### src/rtl/tag_allocator_if.sv
// Port bundle for tag_allocator: tag read port, allocation request, victim writeback,
// completion strobe, dirty marking and flash invalidate. Signal names match the flat ports.
interface tag_allocator_if #(
    parameter int NUM_SET  = 32,
    parameter int NUM_WAY  = 2,
    parameter int TAG_BITS = 24
);
    localparam int SET_BITS = $clog2(NUM_SET);

    logic [SET_BITS-1:0]         probe_set_i;
    logic [TAG_BITS*NUM_WAY-1:0] tag_of_set_o;
    logic [NUM_WAY-1:0]          valid_of_way_o;

    logic                        alloc_valid_i;
    logic                        alloc_ready_o;
    logic [SET_BITS-1:0]         alloc_set_i;
    logic [TAG_BITS-1:0]         alloc_tag_i;

    logic                        evict_valid_o;
    logic                        evict_ready_i;
    logic [SET_BITS-1:0]         evict_set_o;
    logic [TAG_BITS-1:0]         evict_tag_o;
    logic [NUM_WAY-1:0]          evict_way_o;

    logic                        done_valid_o;
    logic [NUM_WAY-1:0]          done_way_o;

    logic                        mark_dirty_i;
    logic [SET_BITS-1:0]         mark_set_i;
    logic [NUM_WAY-1:0]          mark_waymask_i;

    logic                        invalidate_all_i;

    modport master (
        output probe_set_i, alloc_valid_i, alloc_set_i, alloc_tag_i, evict_ready_i,
               mark_dirty_i, mark_set_i, mark_waymask_i, invalidate_all_i,
        input  tag_of_set_o, valid_of_way_o, alloc_ready_o, evict_valid_o, evict_set_o,
               evict_tag_o, evict_way_o, done_valid_o, done_way_o
    );

    modport slave (
        input  probe_set_i, alloc_valid_i, alloc_set_i, alloc_tag_i, evict_ready_i,
               mark_dirty_i, mark_set_i, mark_waymask_i, invalidate_all_i,
        output tag_of_set_o, valid_of_way_o, alloc_ready_o, evict_valid_o, evict_set_o,
               evict_tag_o, evict_way_o, done_valid_o, done_way_o
    );
endinterface

### src/rtl/tag_allocator.sv
// Set-associative tag/valid store with invalid-first, round-robin victim allocation.
// Define TAG_ALLOC_WRITEBACK_EN to add dirty tracking and the dirty-victim EVICT handshake.
module tag_allocator #(
    parameter int NUM_SET  = 32,
    parameter int NUM_WAY  = 2,
    parameter int TAG_BITS = 24
) (
    input logic            clk,
    input logic            rst,
    tag_allocator_if.slave bus
);
    localparam int SET_BITS = $clog2(NUM_SET);
    localparam int PTR_BITS = (NUM_WAY > 1) ? $clog2(NUM_WAY) : 1;

    typedef enum logic [1:0] {IDLE, SELECT, EVICT, WRITE} state_t;
    state_t state_q, state_d;

    logic [TAG_BITS-1:0] tag_q   [NUM_SET][NUM_WAY];
    logic [NUM_WAY-1:0]  valid_q [NUM_SET];
    logic [PTR_BITS-1:0] ptr_q   [NUM_SET];

    logic [SET_BITS-1:0] req_set_q;
    logic [TAG_BITS-1:0] req_tag_q;
    logic [NUM_WAY-1:0]  victim_q;
    logic                from_ptr_q;

    logic [NUM_WAY-1:0]  pick;
    logic                pick_from_ptr;
    logic                pick_dirty;

`ifdef TAG_ALLOC_WRITEBACK_EN
    logic [NUM_WAY-1:0]  dirty_q [NUM_SET];
    logic [TAG_BITS-1:0] evict_tag_q;
    // Only a pointer-selected victim can be valid, so only its dirty bit matters.
    assign pick_dirty = pick_from_ptr && dirty_q[req_set_q][ptr_q[req_set_q]];
`else
    logic unused_mark;
    assign pick_dirty  = 1'b0;
    assign unused_mark = ^{bus.mark_dirty_i, bus.mark_set_i, bus.mark_waymask_i};
`endif

    always_comb begin
        pick          = '0;
        pick_from_ptr = 1'b1;
        for (int unsigned w = 0; w < NUM_WAY; w++) begin
            if (pick_from_ptr && !valid_q[req_set_q][w]) begin
                pick[w]       = 1'b1;
                pick_from_ptr = 1'b0;
            end
        end
        if (pick_from_ptr) pick[ptr_q[req_set_q]] = 1'b1;
    end

    always_comb begin
        state_d           = state_q;
        bus.alloc_ready_o = 1'b0;
        bus.done_valid_o  = 1'b0;
        bus.done_way_o    = '0;
        bus.evict_valid_o = 1'b0;
        bus.evict_set_o   = '0;
        bus.evict_tag_o   = '0;
        bus.evict_way_o   = '0;
        unique case (state_q)
            IDLE: begin
                bus.alloc_ready_o = 1'b1;
                if (bus.alloc_valid_i) state_d = SELECT;
            end
            SELECT: state_d = pick_dirty ? EVICT : WRITE;
            EVICT: begin
`ifdef TAG_ALLOC_WRITEBACK_EN
                bus.evict_valid_o = 1'b1;
                bus.evict_set_o   = req_set_q;
                bus.evict_tag_o   = evict_tag_q;
                bus.evict_way_o   = victim_q;
`endif
                if (bus.evict_ready_i) state_d = WRITE;
            end
            WRITE: begin
                bus.done_valid_o = 1'b1;
                bus.done_way_o   = victim_q;
                state_d          = IDLE;
            end
            default: state_d = IDLE;
        endcase
    end

    always_ff @(posedge clk or posedge rst) begin
        if (rst) begin
            state_q    <= IDLE;
            req_set_q  <= '0;
            req_tag_q  <= '0;
            victim_q   <= '0;
            from_ptr_q <= 1'b0;
`ifdef TAG_ALLOC_WRITEBACK_EN
            evict_tag_q <= '0;
`endif
        end else begin
            state_q <= state_d;
            if (state_q == IDLE && bus.alloc_valid_i) begin
                req_set_q <= bus.alloc_set_i;
                req_tag_q <= bus.alloc_tag_i;
            end
            if (state_q == SELECT) begin
                victim_q   <= pick;
                from_ptr_q <= pick_from_ptr;
`ifdef TAG_ALLOC_WRITEBACK_EN
                evict_tag_q <= tag_q[req_set_q][ptr_q[req_set_q]];
`endif
            end
        end
    end

    // Update order gives priority WRITE > invalidate > mark for the same entry.
    always_ff @(posedge clk or posedge rst) begin
        if (rst) begin
            for (int unsigned s = 0; s < NUM_SET; s++) begin
                valid_q[s] <= '0;
                ptr_q[s]   <= '0;
`ifdef TAG_ALLOC_WRITEBACK_EN
                dirty_q[s] <= '0;
`endif
                for (int unsigned w = 0; w < NUM_WAY; w++) tag_q[s][w] <= '0;
            end
        end else begin
`ifdef TAG_ALLOC_WRITEBACK_EN
            if (bus.mark_dirty_i)
                dirty_q[bus.mark_set_i] <= dirty_q[bus.mark_set_i]
                                         | (bus.mark_waymask_i & valid_q[bus.mark_set_i]);
`endif
            if (bus.invalidate_all_i) begin
                for (int unsigned s = 0; s < NUM_SET; s++) begin
                    valid_q[s] <= '0;
`ifdef TAG_ALLOC_WRITEBACK_EN
                    dirty_q[s] <= '0;
`endif
                end
            end
            if (state_q == WRITE) begin
                for (int unsigned w = 0; w < NUM_WAY; w++) begin
                    if (victim_q[w]) begin
                        tag_q[req_set_q][w]   <= req_tag_q;
                        valid_q[req_set_q][w] <= 1'b1;
`ifdef TAG_ALLOC_WRITEBACK_EN
                        dirty_q[req_set_q][w] <= 1'b0;
`endif
                    end
                end
                if (from_ptr_q)
                    ptr_q[req_set_q] <= (ptr_q[req_set_q] == PTR_BITS'(NUM_WAY - 1))
                                      ? '0 : ptr_q[req_set_q] + 1'b1;
            end
        end
    end

    always_comb begin
        bus.tag_of_set_o = '0;
        for (int unsigned w = 0; w < NUM_WAY; w++)
            bus.tag_of_set_o[TAG_BITS*w +: TAG_BITS] = tag_q[bus.probe_set_i][w];
    end

    assign bus.valid_of_way_o = valid_q[bus.probe_set_i];

endmodule

### src/flat_wrapper.sv
// flat-port wrapper written by rule: the top's interface ports become plain ports
module tag_allocator_flat 
#(
    parameter int NUM_SET  = 32,
    parameter int NUM_WAY  = 2,
    parameter int TAG_BITS = 24
)
  (clk, rst, bus_probe_set_i, bus_alloc_valid_i, bus_alloc_set_i, bus_alloc_tag_i, bus_evict_ready_i, bus_mark_dirty_i, bus_mark_set_i, bus_mark_waymask_i, bus_invalidate_all_i, bus_tag_of_set_o, bus_valid_of_way_o, bus_alloc_ready_o, bus_evict_valid_o, bus_evict_set_o, bus_evict_tag_o, bus_evict_way_o, bus_done_valid_o, bus_done_way_o);
  tag_allocator_if #(.NUM_SET(NUM_SET), .NUM_WAY(NUM_WAY), .TAG_BITS(TAG_BITS)) bus_i ();
  input logic clk;
  input logic rst;
  input wire logic [$bits(bus_i.probe_set_i)-1:0] bus_probe_set_i;
  input wire logic [$bits(bus_i.alloc_valid_i)-1:0] bus_alloc_valid_i;
  input wire logic [$bits(bus_i.alloc_set_i)-1:0] bus_alloc_set_i;
  input wire logic [$bits(bus_i.alloc_tag_i)-1:0] bus_alloc_tag_i;
  input wire logic [$bits(bus_i.evict_ready_i)-1:0] bus_evict_ready_i;
  input wire logic [$bits(bus_i.mark_dirty_i)-1:0] bus_mark_dirty_i;
  input wire logic [$bits(bus_i.mark_set_i)-1:0] bus_mark_set_i;
  input wire logic [$bits(bus_i.mark_waymask_i)-1:0] bus_mark_waymask_i;
  input wire logic [$bits(bus_i.invalidate_all_i)-1:0] bus_invalidate_all_i;
  output wire logic [$bits(bus_i.tag_of_set_o)-1:0] bus_tag_of_set_o;
  output wire logic [$bits(bus_i.valid_of_way_o)-1:0] bus_valid_of_way_o;
  output wire logic [$bits(bus_i.alloc_ready_o)-1:0] bus_alloc_ready_o;
  output wire logic [$bits(bus_i.evict_valid_o)-1:0] bus_evict_valid_o;
  output wire logic [$bits(bus_i.evict_set_o)-1:0] bus_evict_set_o;
  output wire logic [$bits(bus_i.evict_tag_o)-1:0] bus_evict_tag_o;
  output wire logic [$bits(bus_i.evict_way_o)-1:0] bus_evict_way_o;
  output wire logic [$bits(bus_i.done_valid_o)-1:0] bus_done_valid_o;
  output wire logic [$bits(bus_i.done_way_o)-1:0] bus_done_way_o;
  assign bus_i.probe_set_i = bus_probe_set_i;
  assign bus_i.alloc_valid_i = bus_alloc_valid_i;
  assign bus_i.alloc_set_i = bus_alloc_set_i;
  assign bus_i.alloc_tag_i = bus_alloc_tag_i;
  assign bus_i.evict_ready_i = bus_evict_ready_i;
  assign bus_i.mark_dirty_i = bus_mark_dirty_i;
  assign bus_i.mark_set_i = bus_mark_set_i;
  assign bus_i.mark_waymask_i = bus_mark_waymask_i;
  assign bus_i.invalidate_all_i = bus_invalidate_all_i;
  assign bus_tag_of_set_o = bus_i.tag_of_set_o;
  assign bus_valid_of_way_o = bus_i.valid_of_way_o;
  assign bus_alloc_ready_o = bus_i.alloc_ready_o;
  assign bus_evict_valid_o = bus_i.evict_valid_o;
  assign bus_evict_set_o = bus_i.evict_set_o;
  assign bus_evict_tag_o = bus_i.evict_tag_o;
  assign bus_evict_way_o = bus_i.evict_way_o;
  assign bus_done_valid_o = bus_i.done_valid_o;
  assign bus_done_way_o = bus_i.done_way_o;
  tag_allocator #(.NUM_SET(NUM_SET), .NUM_WAY(NUM_WAY), .TAG_BITS(TAG_BITS)) u_core (.clk(clk), .rst(rst), .bus(bus_i));
endmodule
### config.mk
export PLATFORM = sky130hd
export DESIGN_NAME = tag_allocator_flat
export DESIGN_NICKNAME = d
export VERILOG_FILES = /design/src/rtl/tag_allocator_if.sv /design/src/rtl/tag_allocator.sv /design/src/flat_wrapper.sv
export SDC_FILE = /design/constraint.sdc
export NUM_CORES = 2
export LEC_CHECK = 0
export CAP_MARGIN = 20
export CORE_MARGIN = 1.5
export CORE_UTILIZATION = 60
export CTS_CLUSTER_SIZE = 25
export DETAILED_ROUTE_END_ITERATION = 7
export PLACE_DENSITY = 0.84
export SLEW_MARGIN = 10
export SYNTH_ARGS = -nofsm -noshare
export SYNTH_HDL_FRONTEND = slang
export SYNTH_SLANG_ARGS = --single-unit
### constraint.sdc
create_clock -name clk -period 105.3 [get_ports clk]
set_clock_uncertainty 0.1 [all_clocks]
set_input_delay 26.325 -clock clk [delete_from_list [all_inputs] [get_ports clk]]
set_output_delay 26.325 -clock clk [all_outputs]
set_load 0.005 [all_outputs]
==> metrics.yaml <==
drt:
  avgRoutedWirePerCell_um: 28.7
  drt-initial-drc-count: 3544
  postRouteAntennaNets: 0
  vias: 41800
  via_per_inst: 6.61
  routed_wl_um: 181000
  first_pass_iters: 6
  drc: 0
power:
  leakage_nw: 39.6
  vdd_drop_max_v: 0.0000252
  power_density_nw_per_um2: 23.4
  p_total_mw: 1.96
worst_setup_path:
  cp_slowest_stage_delay_ns: 0.81
  crit_family: "buffers and inverters"
  crit_type: "in -> out"
  worstSetupStartpointType: "input port"
  slowest_stage: "buf_4"
  path_buf_inv: 5
  path_cells: "buf_8 > buf_4 > buf_4 > buf_4 > mux4_2 > mux4_2 > mux2_2 > clkdlybuf4s50_1"
  cp.arrival_ns: 31.45
  worst-path-max-fanout: 100
  worst_path_most_repeated_cell: "buf_4"
  end_kind: "output pin"
  cp.required_ns: 78.88
  regToRegSetupSlack_ns: 101.50
synthesis:
  synth_fa_ha_area_frac: 0.000825
  synth_compound_area_frac: 0.0136
  yosys.area.top_type: "dfrtp_1"
  synth_top_family_by_area: "multiplexers"
  synth-main-ff-cell: "dfrtp_1"
  synthTopCellsByArea: "dfrtp_1 (55%), mux2_2 (24%), mux4_2 (15%), buf_2 (1.1%), clkbuf_1 (1.1%)"
  syn_area_per_cell_um2: 16.3
  ys_types: 39
  synth_async_sr_flop_share: 1.00
  yosysWarnings: 0
  synth_area_um2: 75800
  ys_ff_latch: 1666
  synth_simple_gate_area_frac: 0.00918
  synth_edf_count: 0
  yosysSeqAreaShare: 0.550
  synth_xor_area_frac: 0
  synthCells: 4638
  yosysTopAreaCellShare: 0.550
  muxShareOfSynthArea: 0.395
floorplanning:
  rows: 130
  die_h_um: 358
  core_um2: 126000
  ios: 133
  die_area_um2: 129000
  initial_core_util: 0.604
  die_w_um: 358
min_path:
  hold_class: "reg -> reg"
final_layout:
  fillerInstances: 8044
  layout_commonest_cell: "dfrtp_1"
  fin_nets: 4604
  antenna_cells: 0
  seqCellArea_um2: 41700
  multiInputGateArea_um2: 32200
  layout-drive-gt1-share: 0.547
  final_cell_mix: "dfrtp_1 (1,641), mux2_2 (1,590), mux4_2 (500), clkbuf_16 (167), buf_4 (90)"
  area_growth_syn_to_layout_pct: 10.5
sta:
  hold_viol: 0
  slew_headroom: 0.190
  setup_viol: 0
  max_freq_ghz: 0.0173
  drv_slew: 0
  worst_pin_slew_ns: 1.21
  fin_setup_tns_ns: 0
  rsz0062_at_grt: "no"
  layout_min_cycle_time_ns: 57.88
  post-route-period-util: 0.550
grt:
  groute.usage.overall: 0.291
  grt_pass1_wl_um: 278000
  grt_max_degree: 175
  overflow: 0
  grt_pass1_vias: 44800
  antenna_found_initial: 2
cts:
  path_clk_slew_ns: 0.06
  cts_tree: "done"
  cts_root_buffer: "clkbuf_16"
  cts_buffers: 163
  clock-sinks: 1666
  clockBufferDepth: 3
  cts_setup_buffers: 0
  post_cts_resized: 0
  h-tree-depth: 4
  clk_latency_ns: 0.78
  hold_buffers: 0
placement:
  finalWeightedCongestion: 0.868
  io_buffers: 92
  dp.final_hpwl_um: 99700
job:
  cap_violations: 0
outcome:
  status: "finished clean"
-- worst reg2reg max path: cells and delay by family (launching register included) --
family	cells	cell delay, ns
buf+inv	1	0.73
flops	1	0.34
simple gates	2	2.07
mux	1	0.46
-- kinds of logic (layout without fill, tap and decap cells) --
logic type | count (synthesis) | count (layout)
muxes | 2164 | 2164
DFF | 1666 | 1666
buffers and inverters | 514 | 516
adders and majority gates | 5 | 5
AOI/OAI and AO/OA | 158 | 158
and+or+nand+nor | 130 | 130
other | 1 | 32
-- Yosys cell counts (all sizes together) (2+ instances only) --
master  count
nand2b      2
and2        4
nand4b      4
o31ai      32
nand3       6
inv        25
nor3        3
o21ai      49
dfrtp    1666
nor4        6
or4bb       6
clkbuf    220
nor2b       6
nand2      30
mux2i      48
nand4       2
a21o       49
nor2       53
mux4      500
o22ai      25
mux2     1616
ha          5
buf       269
or4b        4
-- registers in the layout (all words and copies together) (netlist names) --
name / cells
u_core.req_set_q: 5
u_core.state_q: 2
u_core.ptr_q: 32
u_core.victim_q: 2
u_core.tag_q: 1536
u_core.from_ptr_q: 1
u_core.req_tag_q: 24
u_core.valid_q: 64
-- report_power, final --
group          switching, mW  leakage [nW]  internal (mW)
Clock                  0.245          2.72          0.357
Combinational          0.185          14.1          0.247
Sequential             0.130          22.7          0.797
-- path summary, 6_finish.rpt --
path,start,to,depth (start not counted)
max in group asynchronous,rst,u_core.req_tag_q[6]$_DFFE_PP0P_,8
worst min register to register,u_core.tag_q[317]$_DFFE_PP0P_,u_core.tag_q[317]$_DFFE_PP0P_,1
min in group asynchronous,rst,u_core.tag_q[785]$_DFFE_PP0P_,2
worst min-delay path,u_core.tag_q[317]$_DFFE_PP0P_,u_core.tag_q[317]$_DFFE_PP0P_,1
worst max register to register,u_core.req_set_q[1]$_DFFE_PP0P_,u_core.tag_q[1363]$_DFFE_PP0P_,4
worst max-delay path,bus_probe_set_i[1],bus_tag_of_set_o[33],8
-- through the flow --
stage	hold slack, ns	instances	cell area [µm²]	worst slack, ns	util
2_1_floorplan	0.350	4669	75900	31.86	-
3_3_place_gp	0.363	6014	77700	47.45	0.619
3_5_place_dp	0.374	6016	77800	47.49	0.619
4_1_cts	0.388	6300	83300	47.45	0.663
5_1_grt	0.410	6321	83800	47.21	0.667
6_report	0.384	6321	83800	47.42	0.667
-- cell type report --
type                            instances  area share
Sequential cell                      1666       0.498
Multi-Input combinational cell       2489       0.384
Clock buffer                          238      0.0578
Timing Repair Buffer                  207      0.0264
Tap cell                             1650      0.0246
Clock inverter                         46     0.00797
Inverter                               25     0.00121
-- routing by layer --
| layer | wire length [µm] | track usage |
|---|---|---|
| met5 | 13 | 0 |
| met4 | 4270 | 0.0803 |
| met3 | 13200 | 0.0606 |
| met2 | 87900 | 0.464 |
| met1 | 75900 | 0.410 |
No activity file was read; power rests on OpenSTA's default activity.
